<file path="src/rtl/id_stage_hazard.sv">
// Decode stage: field split, bypassed register file, immediate extension, control decode,
// load-use hazard detection and registered ID/EX boundary. Optional debug port: ID_DEBUG_PORT_EN.
module id_stage_hazard #(
  parameter int unsigned NB_DATA = 32,
  parameter int unsigned NB_ADDR = 32,
  parameter int unsigned NB_INST = 32,
  parameter int unsigned NB_REG  = 5,
  parameter int unsigned NB_IMM  = 16
) (
  input  logic               i_clk,
  input  logic               i_reset,
  input  logic               i_valid,
  input  logic [NB_ADDR-1:0] i_pc,
  input  logic [NB_INST-1:0] i_instruction,
  input  logic               i_flush,
  input  logic               i_wb_write,
  input  logic [NB_REG-1:0]  i_wb_addr,
  input  logic [NB_DATA-1:0] i_wb_data,
`ifdef ID_DEBUG_PORT_EN
  input  logic               i_dbg_we,
  input  logic [NB_REG-1:0]  i_dbg_addr,
  input  logic [NB_DATA-1:0] i_dbg_wdata,
  output logic [NB_DATA-1:0] o_dbg_rdata,
`endif
  output logic               o_stall,
  output logic               o_valid,
  output logic [NB_ADDR-1:0] o_pc,
  output logic [NB_DATA-1:0] o_data_1,
  output logic [NB_DATA-1:0] o_data_2,
  output logic [NB_DATA-1:0] o_imm,
  output logic [NB_REG-1:0]  o_rs,
  output logic [NB_REG-1:0]  o_rt,
  output logic [NB_REG-1:0]  o_dest,
  output logic [5:0]         o_funct,
  output logic [5:0]         o_opcode,
  output logic               o_reg_write,
  output logic               o_mem_read,
  output logic               o_mem_write
);

  localparam int unsigned DEPTH  = 1 << NB_REG;
  localparam int unsigned NB_OP  = 6;
  localparam int unsigned RS_LSB = NB_INST - NB_OP - NB_REG;
  localparam int unsigned RT_LSB = RS_LSB - NB_REG;
  localparam int unsigned RD_LSB = RT_LSB - NB_REG;

  logic [NB_DATA-1:0] regs [DEPTH];

  logic [NB_OP-1:0]   opcode_c;
  logic [5:0]         funct_c;
  logic [NB_REG-1:0]  rs_c, rt_c, rd_c, dest_c;
  logic [NB_IMM-1:0]  imm_raw_c;
  logic [NB_DATA-1:0] imm_c, data_1_c, data_2_c;
  logic               reg_write_c, mem_read_c, mem_write_c;
  logic               hz_c, bubble_c;

  assign opcode_c  = i_instruction[NB_INST-1 -: NB_OP];
  assign rs_c      = i_instruction[RS_LSB +: NB_REG];
  assign rt_c      = i_instruction[RT_LSB +: NB_REG];
  assign rd_c      = i_instruction[RD_LSB +: NB_REG];
  assign funct_c   = i_instruction[5:0];
  assign imm_raw_c = i_instruction[NB_IMM-1:0];

  // Register file; WB is applied after debug so it wins on a same-index collision
  always_ff @(posedge i_clk) begin
    if (i_reset) begin
      for (int i = 0; i < DEPTH; i++) regs[NB_REG'(i)] <= '0;
    end else begin
`ifdef ID_DEBUG_PORT_EN
      if (i_dbg_we && (i_dbg_addr != '0)) regs[i_dbg_addr] <= i_dbg_wdata;
`endif
      if (i_wb_write && (i_wb_addr != '0)) regs[i_wb_addr] <= i_wb_data;
    end
  end

  // Reads with write-through bypass of the writeback port
  always_comb begin
    data_1_c = regs[rs_c];
    data_2_c = regs[rt_c];
    if (i_wb_write && (i_wb_addr == rs_c)) data_1_c = i_wb_data;
    if (i_wb_write && (i_wb_addr == rt_c)) data_2_c = i_wb_data;
    if (rs_c == '0) data_1_c = '0;
    if (rt_c == '0) data_2_c = '0;
  end

`ifdef ID_DEBUG_PORT_EN
  assign o_dbg_rdata = (i_dbg_addr == '0) ? '0 : regs[i_dbg_addr];
`endif

  always_comb begin
    imm_c = NB_DATA'(signed'(imm_raw_c));
    case (opcode_c)
      6'h0C, 6'h0D, 6'h0E: imm_c = NB_DATA'(imm_raw_c);
      6'h0F:               imm_c = NB_DATA'(imm_raw_c) << 16;
      default:             ;
    endcase
  end

  always_comb begin
    dest_c      = (opcode_c == '0) ? rd_c : rt_c;
    mem_read_c  = (opcode_c[5:3] == 3'b100);
    mem_write_c = (opcode_c[5:3] == 3'b101);
    reg_write_c = (opcode_c == '0) || (opcode_c[5:3] == 3'b001) || mem_read_c;
  end

  // Load in EX whose destination feeds the instruction now in ID
  assign hz_c = o_valid & o_mem_read & (o_dest != '0) & i_valid &
                ((o_dest == rs_c) | (o_dest == rt_c));
  assign o_stall  = hz_c & ~i_flush & ~i_reset;
  assign bubble_c = i_flush | hz_c | ~i_valid;

  always_ff @(posedge i_clk) begin
    if (i_reset) begin
      o_valid     <= 1'b0;
      o_pc        <= '0;
      o_data_1    <= '0;
      o_data_2    <= '0;
      o_imm       <= '0;
      o_rs        <= '0;
      o_rt        <= '0;
      o_dest      <= '0;
      o_funct     <= '0;
      o_opcode    <= '0;
      o_reg_write <= 1'b0;
      o_mem_read  <= 1'b0;
      o_mem_write <= 1'b0;
    end else if (bubble_c) begin
      o_valid     <= 1'b0;
      o_reg_write <= 1'b0;
      o_mem_read  <= 1'b0;
      o_mem_write <= 1'b0;
    end else begin
      o_valid     <= 1'b1;
      o_pc        <= i_pc;
      o_data_1    <= data_1_c;
      o_data_2    <= data_2_c;
      o_imm       <= imm_c;
      o_rs        <= rs_c;
      o_rt        <= rt_c;
      o_dest      <= dest_c;
      o_funct     <= funct_c;
      o_opcode    <= opcode_c;
      o_reg_write <= reg_write_c;
      o_mem_read  <= mem_read_c;
      o_mem_write <= mem_write_c;
    end
  end

endmodule
</file>
<file path="config.mk">
export PLATFORM = sky130hd
export DESIGN_NAME = id_stage_hazard
export DESIGN_NICKNAME = d
export VERILOG_FILES = /design/src/rtl/id_stage_hazard.sv
export SDC_FILE = /design/constraint.sdc
export NUM_CORES = 2
export LEC_CHECK = 0
export CAP_MARGIN = 20
export CORE_MARGIN = 4
export CORE_UTILIZATION = 65
export CTS_CLUSTER_DIAMETER = 120
export DETAILED_ROUTE_END_ITERATION = 16
export DONT_BUFFER_PORTS = 1
export GPL_ROUTABILITY_DRIVEN = 0
export GPL_TIMING_DRIVEN = 0
export PLACE_DENSITY = 0.89
export REMOVE_ABC_BUFFERS = 1
export SYNTH_ARGS = -nofsm -noshare
export SYNTH_HDL_FRONTEND = slang
export SYNTH_SLANG_ARGS = --single-unit
</file>
<file path="constraint.sdc">
create_clock -name i_clk -period 4 [get_ports i_clk]
set_input_delay 0.4 -clock i_clk [delete_from_list [all_inputs] [get_ports i_clk]]
set_output_delay 0.4 -clock i_clk [all_outputs]
set_load 0.02 [all_outputs]
</file>
==> reports/summary.md <==
The worst-case headroom to the max-slew limit was 0.221; the clock network latency to the later pin of the worst-skew pair was 760 ps. For this run, the top clock speed supported by timing is 265 MHz. The tools report the beginning of the worst hold path as i_instruction[25]. The number of pins with negative max-slew slack in the final report was 0; the critical path data required time was 4710 ps. Count of TritonRoute iterations in the first routing pass: 8. The register area share after synthesis is 0.567. The run gives 0.489 as the met1 usage in global routing. The mapped cell area came out at 0.0598 mm2. CTS placed an instance of clkbuf_16 at the clock tree root. The largest area contributor in the netlist was edfxtp_1.

The total track usage is 0.416, and the endpoint arrival time on the critical path is 4480 ps. The final reports fail on hold timing. The run gives 261 as the largest net degree at the start of global routing. The average via count per standard cell is 8.00. The delay of the slowest cell on the worst path came out at 770 ps. The layer flagged by global routing as most heavily used is met2. Clock tree synthesis inserted a total of 117 buffers. The simple-gate area share of the yosys netlist was 0.127; the mean post-synth cell area was 15.7 um2.

The share of the synthesized netlist area taken by xor and xnor gates works out to 0.00307. The critical path starts at o_dest[0]$_SDFFE_PP0N_. Subtracting the final worst setup slack from the clock period gives 3780 ps. Synthesis-stage register bit count: 1183. The clock sink total is 1183, and the largest driver fanout on the critical path is 49. Dividing total power by cell area gives a power density of 431 mW/mm2. Walking the worst path, the cells encountered are xor2_1 -> nor3_1 -> a22oi_2 -> o21a_4 -> buf_12 -> nor2_4 -> buf_12 -> a221o_1 -> dlygate4sd3_1. The logs give 41700 for the via count of the first global-routing pass and 0.172 for the global-route track usage on met3.

The run finished, with violations left. The multiplexer share of the synthesized area was 0.252; the final routed wire length divided by cell count was 40.0 um. TritonCTS built the clock tree. Final count of hold timing violations: 2. After the first detailed-routing iteration, the DRC count stood at 7796.

Summed over all layers, the routed wires come to 202000 um. The logs give 4700 for the cell total after placement and 0 for the max-capacitance violation count. For the number of antenna violations at the first check in global routing, the log shows 11.

The number of cells on the worst reg-to-reg path is 9. The final-layout worst hold slack is -3.27 ps, and the first-pass GRT wire length is 288000 um. Complex-gate fraction of the synthesized area: 0.0225. After synthesis, the most frequently instantiated cells are 1024 x edfxtp_1, 993 x and2_1, 636 x mux4_2, 293 x clkbuf_1, 159 x dfxtp_1.

Measured along the x axis, the die boundary spans 311 um. The run gives 111 as the count of standard-cell rows. The clock arrives with 49.8 ps of skew. For this run, design rule violations remaining after detail routing come to 0. The number of antenna-violating nets in the routed design was 0; the share of the clock period used by the worst path after layout was 0.945.

The area fraction of the dominant cell type after synthesis was 0.514. At the end of the flow, the number of nets in the layout was 3853. The fraction of registers with async set/reset was 0.

The finished layout holds 5050 standard cells, fillers aside. The arithmetic-cell share of the synthesized area counting full adders, half adders and majority gates was 0. The fraction of layout cells with a size suffix above 1 is 0.259. By area, the combinational part of the netlist is dominated by multiplexers. The cell area after placement is 0.0617 mm2, and the transition time at the pin with the least slew margin is 1160 ps. The logs give 0 for the setup-violating endpoint count in the final report and 0 for the sum of overflow across all layers after global routing. During synthesis, Yosys emitted a total of 0 warnings. Number of buffers inserted by port buffering: 0.

The post-DP HPWL was 108000 um. The die extent in y was 311 um. The floorplan die area was 0.0970 mm2; the total power of the final layout was 28.8 mW.

The critical path is of the reg -> reg type. The H-tree was split into 3 levels. Among all flip-flop cells after synthesis, the most frequent one is edfxtp_1. The post-CTS clock slew at the launch and capture registers of the worst setup and hold paths was 70 ps. Among all cell types in the netlist, the one instantiated most often is edfxtp_1. The run gives 0 ps as the setup TNS. Sorting the synthesized cells by area gives the leading types as edfxtp_1 51%, mux4_2 24%, and2_1 10%. The initial cell density of the core was 0.654; the growth of design area from synthesis to finish was 11.8%. The count of flip-flops with a built-in enable after synthesis works out to 1024. Setup repair after global routing left no endpoint under its margin.

The tools report the standby leakage power as 22.9 nW. The tools report the met2 global-route usage as 0.631. The largest individual stage delay along the critical path comes from the cell nor2_4. Type of destination of the critical path: a flop. Count of vias placed by the detailed router: 40400. Critical path startpoint category: a flop. After routing the design area is 0.0669 mm2.

The core region is 0.0915 mm2. The maximum number of buffers from clock root to sink was 3. IR analysis of the VDD net gives a maximum drop of 0.496 mV. The startpoint identified for the worst register-to-register timing path is o_dest[0]$_SDFFE_PP0N_. The netlist uses 50 different library cells. Along the worst hold path, the cell count comes to 3. Synthesis produced 3802 cells. The cell that appears most often on the critical path is buf_12.

The min-delay analysis places its worst path in the category in -> reg. The number of ports placed on the die boundary came out at 266.
==> final cells by class <==
class                   instances  area [um2]
well taps                    1186        1480
repair buffers                198        2900
fillers                      4747       24600
clock buffers                 166        3380
diodes                         13        32.5
inverters                       3        11.3
flip-flops and latches       1183       33900
clock inverters                57         539
multi-input cells            2244       24600
==> placed cells by master, fill, tap and decap left out, types with 6 or more instances in the layout <==
cell           instances
bufinv_16              7
a211oi_1              14
nor2_1                85
clkbuf_1              25
edfxtp_1            1024
a21oi_1               60
and2_1               993
diode_2               13
mux4_2               636
nor2_4                32
conb_1                32
o2bb2ai_1              6
clkinv_1              10
a221o_1               63
buf_16                20
buf_12                52
nand3_1                8
buf_4                 11
xor2_1                18
nor3_1                15
nand2_1              114
clkinv_2              27
dlygate4sd3_1        102
clkbuf_8              16
mux2i_1               70
or2_2                 33
a22o_1                16
clkbuf_16            126
dfxtp_1              159
==> flip-flops by register name, indices dropped and copies added (netlist names) <==
signal,cells
o_rs,5
o_mem_write,1
o_funct,6
o_data_2,32
regs,1024
o_valid,1
o_mem_read,1
o_reg_write,1
o_imm,32
o_opcode,6
o_rt,5
o_data_1,32
o_dest,5
o_pc,32
==> per-stage QoR <==
stage | setup slack (ps) | util
after global placement | -4920 | 0.653
after floorplan | -1240 | -
after global routing | 86.6 | 0.730
after detailed placement | 107 | 0.674
final | 221 | 0.731
after CTS | 11.3 | 0.728
==> layer usage <==
| layer | vias up | part of all wire |
|---|---|---|
| li1 | 14500 | - |
| met1 | 19500 | 0.28 |
| met2 | 4973 | 0.46 |
| met3 | 1375 | 0.17 |
| met4 | 6 | 0.088 |
| met5 | - | 0.00018 |
==> report_power, final <==
part | internal (mW) | total [mW] | switching, mW
Clock | 6.36 | 11.3 | 4.97
Combinational | 1.52 | 2.84 | 1.32
Sequential | 14.1 | 14.7 | 0.587
Total | 22.0 | 28.8 | 6.88
==> worst paths after layout <==
path / end / slack (ps)
setup / recovery: o_data_1[25]$_SDFFE_PP0N_ / 220
hold / removal: o_data_1[27]$_SDFFE_PP0N_ / -3
setup reg to reg: o_data_1[25]$_SDFFE_PP0N_ / 220
hold reg to reg: o_pc[19]$_SDFFE_PP0N_ / 560
==> kinds of logic (layout without fill, tap and decap cells) <==
| family | count (synthesis) | in the layout |
|---|---|---|
| DFF | 1183 | 1183 |
| muxes | 709 | 709 |
| AOI/OAI and AO/OA | 174 | 174 |
| xor gates and xnor gates | 21 | 21 |
| other | 1 | 45 |
| buffers and inverters | 406 | 424 |
| and+or+nand+nor | 1308 | 1308 |
==> critical path, delay by kind of cell, from the launching register on <==
family / cells / cell delay (ps)
flip-flops: 1 / 610
AO/OA/AOI/OAI: 3 / 840
XOR/XNOR: 1 / 130
buffers and inverters: 3 / 1120
AND/OR/NAND/NOR: 2 / 1030
==> timing repair <==
item | in CTS | in global routing
gates resized for setup | 0 | 2
endpoints found under the hold margin | 1181 | 2
endpoints found under the setup margin | 0 | 1
hold buffers | 102 | 1
buffers inserted | 0 | 1
(Power assumes the default switching activity.)
